## src/rtl/mb8_pkg.sv

```systemverilog
// Shared widths, FSM states and request bundle for the 8-bit memory bus master adapter.
package mb8_pkg;

  localparam int DSZ = 8;
  localparam int ASZ = 17;
  localparam int CSZ = 32;
  localparam int NB  = CSZ / DSZ;
  localparam int KW  = $clog2(NB);

  typedef enum logic [1:0] {
    IDLE,
    WR,
    RD,
    RTAIL
  } mb8_st_t;

  typedef struct packed {
    logic           we;
    logic           byte_op;
    logic [ASZ-1:0] addr;
    logic [CSZ-1:0] wdata;
  } mb8_req_t;

  // Little-endian byte lane i of a cell.
  function automatic logic [DSZ-1:0] mb8_lane(input logic [CSZ-1:0] w, input logic [KW-1:0] i);
    return w[i*DSZ +: DSZ];
  endfunction

endpackage

```

## src/rtl/mb8_addr_seq.sv

```systemverilog
// Beat counter and wrapping byte-address generator for one cell/byte access.
module mb8_addr_seq
  import mb8_pkg::*;
(
  input  logic           clk,
  input  logic           rst_n,
  input  logic           load,
  input  logic           adv,
  input  logic [ASZ-1:0] base,
  input  logic [KW:0]    len,
  output logic [ASZ-1:0] ai,
  output logic [KW-1:0]  k,
  output logic           last
);

  logic [KW:0] len_reg;

  // The address register doubles as the bus address, so it simply holds while idle.
  always_ff @(posedge clk or negedge rst_n) begin
    if (!rst_n) begin
      ai      <= '0;
      k       <= '0;
      len_reg <= (KW+1)'(NB);
    end else if (load) begin
      ai      <= base;
      k       <= '0;
      len_reg <= len;
    end else if (adv) begin
      ai <= ai + ASZ'(1);
      k  <= k + KW'(1);
    end
  end

  assign last = ({1'b0, k} == (len_reg - (KW+1)'(1)));

endmodule

```

## src/rtl/mb8_cell_rw.sv

```systemverilog
// Master-side adapter turning cell/byte load-store requests into sequential mb8_io byte beats.
module mb8_cell_rw
  import mb8_pkg::*;
(
  input  logic           clk,
  input  logic           rst_n,
  input  logic           req_valid,
  output logic           req_ready,
  input  logic           req_we,
  input  logic           req_byte,
  input  logic [ASZ-1:0] req_addr,
  input  logic [CSZ-1:0] req_wdata,
  output logic           rsp_valid,
  output logic [CSZ-1:0] rsp_data,
  output logic           mb_we,
  output logic [ASZ-1:0] mb_ai,
  output logic [DSZ-1:0] mb_vi,
  input  logic [DSZ-1:0] mb_vo
);

  mb8_st_t            state_reg;
  mb8_req_t           req;
  logic               byte_reg;
  logic [CSZ-1:0]     wdata_reg;
  logic [CSZ-DSZ-1:0] shift_reg;
  logic               load;
  logic               adv;
  logic               last;
  logic [KW-1:0]      k;
  logic [KW:0]        len;

  assign req = '{we: req_we, byte_op: req_byte, addr: req_addr, wdata: req_wdata};

  assign req_ready = (state_reg == IDLE);
  assign load      = req_valid & req_ready;
  assign adv       = ((state_reg == WR) || (state_reg == RD)) & ~last;
  assign len       = req.byte_op ? (KW+1)'(1) : (KW+1)'(NB);

  mb8_addr_seq u_seq (
    .clk   (clk),
    .rst_n (rst_n),
    .load  (load),
    .adv   (adv),
    .base  (req.addr),
    .len   (len),
    .ai    (mb_ai),
    .k     (k),
    .last  (last)
  );

  always_ff @(posedge clk or negedge rst_n) begin
    if (!rst_n) begin
      state_reg <= IDLE;
      byte_reg  <= 1'b0;
      wdata_reg <= '0;
      shift_reg <= '0;
      rsp_valid <= 1'b0;
      rsp_data  <= '0;
      mb_we     <= 1'b0;
      mb_vi     <= '0;
    end else begin
      rsp_valid <= 1'b0;
      case (state_reg)
        IDLE: begin
          if (req_valid) begin
            byte_reg  <= req.byte_op;
            wdata_reg <= req.wdata;
            if (req.we) begin
              state_reg <= WR;
              mb_we     <= 1'b1;
              mb_vi     <= req.wdata[DSZ-1:0];
            end else begin
              state_reg <= RD;
            end
          end
        end
        WR: begin
          if (last) begin
            state_reg <= IDLE;
            mb_we     <= 1'b0;
            rsp_valid <= 1'b1;
          end else begin
            mb_vi <= mb8_lane(wdata_reg, k + KW'(1));
          end
        end
        RD: begin
          // mb_vo lags the address by one cycle: during beat k it carries byte k-1.
          if (k != '0) begin
            shift_reg <= {mb_vo, shift_reg[CSZ-DSZ-1:DSZ]};
          end
          if (last) begin
            state_reg <= RTAIL;
          end
        end
        RTAIL: begin
          state_reg <= IDLE;
          rsp_valid <= 1'b1;
          rsp_data  <= byte_reg ? CSZ'(mb_vo) : {mb_vo, shift_reg};
        end
        default: state_reg <= IDLE;
      endcase
    end
  end

endmodule

```

## config.mk

```make
export PLATFORM = sky130hd
export DESIGN_NAME = mb8_cell_rw
export DESIGN_NICKNAME = d
export VERILOG_FILES = /design/src/rtl/mb8_pkg.sv /design/src/rtl/mb8_addr_seq.sv /design/src/rtl/mb8_cell_rw.sv
export SDC_FILE = /design/constraint.sdc
export NUM_CORES = 1
export LEC_CHECK = 0
export CAP_MARGIN = 20
export CORE_MARGIN = 2
export CORE_UTILIZATION = 50
export DETAILED_ROUTE_END_ITERATION = 12
export GPL_TIMING_DRIVEN = 0
export PLACE_DENSITY = 0.81
export REMOVE_ABC_BUFFERS = 1
export SLEW_MARGIN = 10
export SYNTH_ARGS = -nofsm -noshare
export SYNTH_HDL_FRONTEND = slang
export SYNTH_SLANG_ARGS = --single-unit
```

## constraint.sdc

```tcl
create_clock -name clk -period 3.45 [get_ports clk]
set_clock_uncertainty 0.2 [all_clocks]
set_input_delay 0.69 -clock clk [delete_from_list [all_inputs] [get_ports clk]]
set_output_delay 0.69 -clock clk [all_outputs]
set_load 0.01 [all_outputs]
```

# [Word-level counts from Yosys, hierarchy flattened]
# Cells that the tools add are included.
[classes] add_sub_neg=3 n_eq_ne=9 shifts=1 muxes=21 bitwise=3 n_reduce_logical=10
[op_table] op="$mux 17" count=2
[op_table] op="$mux 32" count=1
[op_table] op="$shiftx 32x6->8" count=1
[op_table] op="$mux 8" count=3
[op_table] op="$add 17x1->17 const B" count=1
[op_table] op="$pmux 8 s2" count=1
[op_table] op="$mux 2" count=6
[op_table] op="$ne 2x2->1 const B" count=4
[op_table] op="$pmux 2 s4" count=1
[op_table] op="$reduce_and 4->1" count=2
[op_table] op="$reduce_bool 2->1" count=3
[op_table] op="$eq 2x2->1 const B" count=2
[op_table] op="$mux 1" count=4
[op_table] op="$pmux 1 s2" count=2
[op_table] op="$reduce_and 2->1" count=2
[op_table] op="$eq 2x3->1" count=1
[op_table] op="$mux 3" count=1
[op_table] op="$reduce_and 3->1" count=1
[op_table] op="$sub 3x1->3 const B" count=1
[op_table] op="$add 2x1->2 const B" count=1
[op_table] op="$and 1x1->1" count=2
[op_table] op="$eq 2x1->1 const B" count=1
[op_table] op="$logic_not 2->1" count=1
[op_table] op="$ne 2x1->1 const B" count=1
[op_table] op="2 further kinds" count=2
[word_totals] register_bits=123 inputBits=62

# [Logic depth before layout (Yosys ltp)]
# Gate-level depths: netlist of the first run.
[depth] depth_word=6 ltp_mapped=7

# [Hierarchy]
# From an unflattened synthesis of the first run, not the netlist that was laid out.
[unflattened] hier_cells=475 area_unflattened_um2=5546.6
[by_module_without_submodules] module="mb8_cell_rw" instances=1 cells_per_inst=352 area_per_inst_um2=4357.9
[by_module_without_submodules] module="mb8_addr_seq" instances=1 cells_per_inst=123 area_per_inst_um2=1188.6

# [Worst setup path before layout of the first run]
# Ideal clock, no wire load.
[synth_path] path_type="register to register" from="register u_seq.k[0]" to="register mb_vi[2]" setup_ns=0.128 t_arrival_ns=2.143 required_ns=3.122 setup_slack_ns=0.980 path_stages_with_launch=8 n_path_buf=2 period_less_slack_ns=2.470 path_cell_list="dfrtp_1 -> buf_2 -> inv_1 -> ha_1 -> clkbuf_1 -> mux4_2 -> mux2_2 -> mux2_1"
[synth_via] elab_chain_cells=4 word_cells_on_any_way=7 cone_classes="add/sub (1); eq/ne (2); shift (1); mux (2); reduce/logical (1)"
[synth_lines] item="start, declared" line="mb8_addr_seq.sv:12" text="output logic [KW-1:0] k,"
[synth_lines] item="start signal, assigned" line="mb8_addr_seq.sv:30" text="k <= k + KW'(1);"
[synth_lines] item="$add 2x1->2" line="mb8_cell_rw.sv:83" text="mb_vi <= mb8_lane(wdata_reg, k + KW'(1));"
[synth_lines] item="$shiftx 32x6->8" line="mb8_pkg.sv:26" text="return w[i*DSZ +: DSZ];"
[synth_lines] item="$mux 8" line="mb8_cell_rw.sv:78" text="if (last) begin"
[synth_lines] item="$pmux 8 s2" line="mb8_cell_rw.sv:63" text="case (state_reg)"
[synth_lines] item="end signal, assigned" line="mb8_cell_rw.sv:71" text="mb_vi <= req.wdata[DSZ-1:0];"
[synth_lines] item="end signal, assigned" line="mb8_cell_rw.sv:83"
[synth_lines] item="end, declared" line="mb8_cell_rw.sv:17" text="output logic [DSZ-1:0] mb_vi,"
# Several ways; a longest one is shown, not always the timed one. The select of a mux whose other input is x is not followed.
# A chain may end at the register's enable or synchronous reset.

# [Worst setup path in the final report of the first run]
[layout_path] from="register u_seq.k[0]" to="register mb_vi[3]"
# Same word-level chain as after synthesis.

==> flow_summary.toml, run 1 <==
[finish]
final_area_mm2 = 0.007363
layout_commonest_cell = "nand2_1"
fill_cells = 770
layoutNonFillerInstCount = 790
layout_common_cells = "nand2_1, clkdlybuf4s50_1, dfrtp_1, o21ai_1, inv_1"
num_antenna_cells = 0
final_layout_size_suffix_gt1_share_pct = 8.716
area_delta_synth_final_pct = 36.23
nets = 710

[power_and_ir_drop]
p_leak_uw = 0.003272
power_uw = 7355
peakVddDrop_mv = 0.4851
pwr_density_cell_mw_per_mm2 = 998.9

[hold_path]
whs_endpoint = "wdata_reg[25]$_DFFE_PN0P_"
min_from = "wdata_reg[25]$_DFFE_PN0P_"
hold_path_class = "reg -> reg"
hold_depth = 2

[synthesis]
ys_warn_count = 0
ys_ff_latch = 121
synth_edf_count = 0
yosysUniqueCellTypes = 42
synth_area_mm2 = 0.005405
synth-main-ff-cell = "dfrtp_1"
avgSynthCellArea_um2 = 10.32
synthArstFlopShare_pct = 100.0
ys_seq_area_share_pct = 56.04
syn_inst = 524

[die]
rows = 37
fp.dieH_um = 108.0
die-area_mm2 = 0.01166
io_pins = 122
coreArea_mm2 = 0.01042
start_util_pct = 51.89
fp.dieW_um = 108.0

[worst_setup_path]
path_class = "reg -> reg"
crit_fanout = 13
r2r_start = "u_seq.k[0]$_DFFE_PN0P_"
ff2ff_setup_slack_ps = 580
ff2ff_path_depth = 5
worstPathArrival_ps = 3070
startpoint_type = "flop"
worstReg2RegEnd = "mb_vi[3]$_DFFE_PN0P_"
cp.required_ps = 3650
worstSetupEndpointType = "flop"

[detailed_routing]
drc = 0
route.vias.total = 4241
wl_per_cell_um = 16.52
antenna_left = 0
first_iter_violations = 219
wl_um = 13050
drt_first_pass_iters = 4
post_drt_via_cell_ratio = 5.368

[cts]
clk-insertion-delay-late_ps = 520
cts.sinks = 121
cts.htree.levels = 4
root_buffer = "clkbuf_8"
clock_path_buffers = 2
cts_tree = "done"
clk_pin_slew_ps = 60
cts_buffers = 17

[global_route]
antenna_found_initial = 0
grt_overflow = 0
grt_max_degree = 64
grt_usage_pct = 24.15
grt_pass1_wl_um = 21710
grt_pass1_vias = 4455

[sta]
fin_tns_setup_ps = 0
rsz0062_at_grt = "no"
worst_slew_pin_slew_ps = 821.0
finalHoldViolCount = 0
finalWorstSetupSlack_ps = 584.8
slew_headroom_pct = 45.26
setup_viol = 0
slew_violations = 0
min_period_over_period_pct = 83.05
clock.fmax_ghz = 0.3490
period_needed_ps = 2865

[status]
status = "complete, no violations"

[placement]
io_buffer_count = 121
dpl.hpwl_um = 8494
place.gp.congestion = 0.8422
post_dp_cell_area_mm2 = 0.006789
place_ws_ps = 593.6
dp.cells = 758

[flow_run]
drv_cap = 0
## worst max-delay path by stage
stage | depth (start not counted) | slack, ps | start | endpoint
3_3_place_gp | 1 | -3000 | rst_n | rsp_data[26]$_DFFE_PN0N_
3_5_place_dp | 4 | 590 | u_seq.k[0]$_DFFE_PN0P_ | shift_reg[1]$_DFFE_PN0P_
5_1_grt | 5 | 410 | u_seq.k[0]$_DFFE_PN0P_ | mb_vi[3]$_DFFE_PN0P_
6_report | 5 | 580 | u_seq.k[0]$_DFFE_PN0P_ | mb_vi[3]$_DFFE_PN0P_
2_1_floorplan | 4 | 890 | state_reg[0]$_DFFE_PN0P_ | rsp_data[10]$_DFFE_PN0N_
4_1_cts | 4 | 560 | u_seq.k[0]$_DFFE_PN0P_ | shift_reg[6]$_DFFE_PN0P_
## cell families after synthesis
family,Yosys count,share of synthesized area [%]
and+or+nand+nor,203,16.18
DFF,121,56.04
AOI/OAI and AO/OA,71,7.732
buffers and inverters,59,4.167
muxes,58,13.52
xor gates and xnor gates,6,0.9724
adders and majority gates,6,1.389
## layout make-up
type                            count  area [um^2]  share of cell area (%)
Inverter                           32        120.1                   1.631
Multi-Input combinational cell    344         2162                   29.36
Clock inverter                      8        95.09                   1.291
Tap cell                          136        170.2                   2.311
Timing Repair Buffer              126         1320                   17.93
Clock buffer                       23        466.7                   6.338
Sequential cell                   121         3029                   41.14
## synthesized netlist by cell type (6+ instances only)
| master | number | share of area (%) |
|---|---|---|
| nand3_1 | 6 | 0.56 |
| nor2_1 | 24 | 1.7 |
| or4_1 | 7 | 0.97 |
| mux2_2 | 9 | 1.9 |
| a31oi_1 | 9 | 1.0 |
| a21oi_1 | 10 | 0.93 |
| mux2_1 | 31 | 6.5 |
| inv_1 | 32 | 2.2 |
| mux2i_1 | 10 | 1.9 |
| ha_1 | 6 | 1.4 |
| nand2_1 | 142 | 9.9 |
| nand4_1 | 6 | 0.69 |
| o31ai_1 | 6 | 0.83 |
| o21ai_1 | 33 | 3.1 |
| mux4_2 | 8 | 3.3 |
| dfrtp_1 | 120 | 56 |
| clkbuf_1 | 22 | 1.5 |
## timing repair
action                    in CTS  in global routing
buffers inserted               0                  0
hold buffers                   1                  0
hold endpoints to repair      58                  0
gates resized for setup        0                  0
## per-stage QoR
step | hold slack (ps) | util, %
6_report | 274.3 | 70.69
5_1_grt | 292.7 | 70.69
3_3_place_gp | 251.9 | 64.14
3_5_place_dp | 264.6 | 65.18
2_1_floorplan | 194.4 | -
4_1_cts | 278.8 | 70.67
## power by group
group          internal, uW  switching (uW)
combinational          1580            1450
sequential             2120             531
clock                  1070             602
## worst max-delay path, cell delays in order (launching register included)
cell	delay (ps)
dfrtp_1	780
inv_1	170
ha_1	610
mux4_2	400
mux2_2	290
mux2_1	280
## per-layer routing
layer / global-route usage [%] / wire (um)
met1: 30.72 / 5372
met2: 37.96 / 6448
met3: 8.379 / 1039
met4: 9.982 / 189
met5: 0 / 0
(Power assumes the default switching activity.)
==> run 2, diff against run 1 <==
- clock period: 3.45 -> 2.73 ns (I/O delays scaled with it)
==> flow_summary.toml, run 2 (synthesized netlist as in run 1, its figures left out) <==
[finish]
area_delta_synth_final_pct = 36.37
nets = 710
layout_common_cells = "nand2_1, clkdlybuf4s50_1, dfrtp_1, o21ai_1, inv_1"
num_antenna_cells = 0
final_layout_size_suffix_gt1_share_pct = 9.327
layout_commonest_cell = "nand2_1"
utilization_pct = 70.76
fill_cells = 771

[worst_setup_path]
worstSetupEndpointType = "output port"
critical_path_buf_inv_count = 2
ff2ff_setup_slack_ps = 230
cp.required_ps = 1980
cp_slowest_stage_delay_ps = 580
crit_start = "state_reg[0]$_DFFE_PN0P_"
path_class = "reg -> out"
worstPathArrival_ps = 1870
path_cells = "inv_1, ha_2, clkdlybuf4s50_1"
crit_fanout = 8
endpoint = "req_ready"
critPathTopFamily = "buffers and inverters"
startpoint_type = "flop"
ff2ff_path_depth = 5
r2r_start = "u_seq.k[0]$_DFFE_PN0P_"
crit_slowest_cell = "clkdlybuf4s50_1"
worstReg2RegEnd = "mb_vi[3]$_DFFE_PN0P_"
path_depth = 3

[sta]
period_needed_ps = 2616
rsz0062_at_grt = "no"
worst_slew_pin_slew_ps = 832.3
setup_viol = 0
clock.fmax_ghz = 0.3823
min_period_over_period_pct = 95.82
finalHoldViolCount = 0
slew_violations = 0
slew_headroom_pct = 44.51

[global_route]
use_met1_pct = 30.81
busiest_layer = "met2"
grtUsageMet2_pct = 38.19
grt_pass1_vias = 4462
grt_max_degree = 64
antenna_found_initial = 0
grt_overflow = 0
grt_pass1_wl_um = 21770
met3_usage_pct = 8.379
grt_usage_pct = 24.25

[placement]
io_buffer_count = 121
dpl.hpwl_um = 8494
place.gp.congestion = 0.8422

[cts]
cts_tree = "done"
cts_buffers = 17
cts_setup_buffers = 0
clock_path_buffers = 2
root_buffer = "clkbuf_8"
clk-insertion-delay-late_ps = 520
cts.sinks = 121
cts.htree.levels = 4
clk_pin_slew_ps = 60

[detailed_routing]
wl_per_cell_um = 16.50
first_iter_violations = 231
wl_um = 13040
post_drt_via_cell_ratio = 5.359
route.vias.total = 4234
antenna_left = 0
drt_first_pass_iters = 4
drc = 0

[hold_path]
hold_path_class = "reg -> reg"

[power_and_ir_drop]
p_leak_uw = 0.003266
peakVddDrop_mv = 0.6098
pwr_density_cell_mw_per_mm2 = 1262
power_uw = 9301

[die]
io_pins = 122
fp.dieH_um = 108.0
start_util_pct = 51.89
die-area_mm2 = 0.01166
coreArea_mm2 = 0.01042
fp.dieW_um = 108.0
rows = 37

[status]
status = "complete, no violations"

[flow_run]
drv_cap = 0
run 2: routing by layer:
layer  up-vias  share of wire, %
met1      2080                41
met2       134                50
met4         0              0.91
met3        16               7.7
met5         -                 0
li1       2004                 -
run 2: worst reg2reg max path, cell delays in order, from the launching register on:
cell	delay, ps
dfrtp_2	600
inv_1	140
ha_2	500
mux4_2	370
mux2_2	290
mux2_1	280
run 2: final cells by class:
| type | count | area (um^2) | share of cell area [%] |
|---|---|---|---|
| clock buffer | 23 | 466.7 | 6.332 |
| clock inverter | 8 | 95.09 | 1.290 |
| inverter | 32 | 120.1 | 1.630 |
| multi-input combinational | 344 | 2167 | 29.40 |
| sequential | 121 | 3032 | 41.13 |
| tap | 136 | 170.2 | 2.309 |
| timing repair buffer | 126 | 1320 | 17.91 |
run 2: how the worst min path moves through the flow:
stage | startpoint | slack (ps) | cells past startpoint | endpoint
2_1_floorplan | rst_n | 50 | 0 | mb_vi[0]$_DFFE_PN0P_
3_3_place_gp | wdata_reg[19]$_DFFE_PN0P_ | 250 | 2 | wdata_reg[19]$_DFFE_PN0P_
3_5_place_dp | wdata_reg[24]$_DFFE_PN0P_ | 260 | 2 | wdata_reg[24]$_DFFE_PN0P_
4_1_cts | wdata_reg[22]$_DFFE_PN0P_ | 280 | 2 | wdata_reg[22]$_DFFE_PN0P_
5_1_grt | wdata_reg[7]$_DFFE_PN0P_ | 290 | 2 | wdata_reg[7]$_DFFE_PN0P_
6_report | wdata_reg[25]$_DFFE_PN0P_ | 270 | 2 | wdata_reg[25]$_DFFE_PN0P_
run 2: through the flow:
stage | instances | cell area (um^2) | hold WS (ps) | worst slack, ps | setup TNS, ps
2_1_floorplan | 497 | 5300 | 50.41 | 169.9 | 0
3_3_place_gp | 754 | 6681 | 251.9 | -3575 | -462730
3_5_place_dp | 758 | 6789 | 264.6 | -126.4 | -3306
4_1_cts | 790 | 7366 | 278.8 | 34.42 | 0
5_1_grt | 790 | 7371 | 292.7 | 15.65 | 0
6_report | 790 | 7371 | 274.3 | 114.2 | 0
run 2: report_power, final:
part | switching, uW | total (uW) | internal [uW]
clock | 759 | 2120 | 1360
combinational | 1830 | 3830 | 2000
sequential | 675 | 3360 | 2680
total | 3260 | 9300 | 6040
run 2: timing repair:
| action | 4_1_cts | 5_1_grt |
|---|---|---|
| hold buffers | 1 | 0 |
| gates resized for setup | 3 | 2 |
| setup endpoints to repair | 34 | 2 |
| hold endpoints to repair | 58 | 0 |
| gates cloned | 0 | 0 |
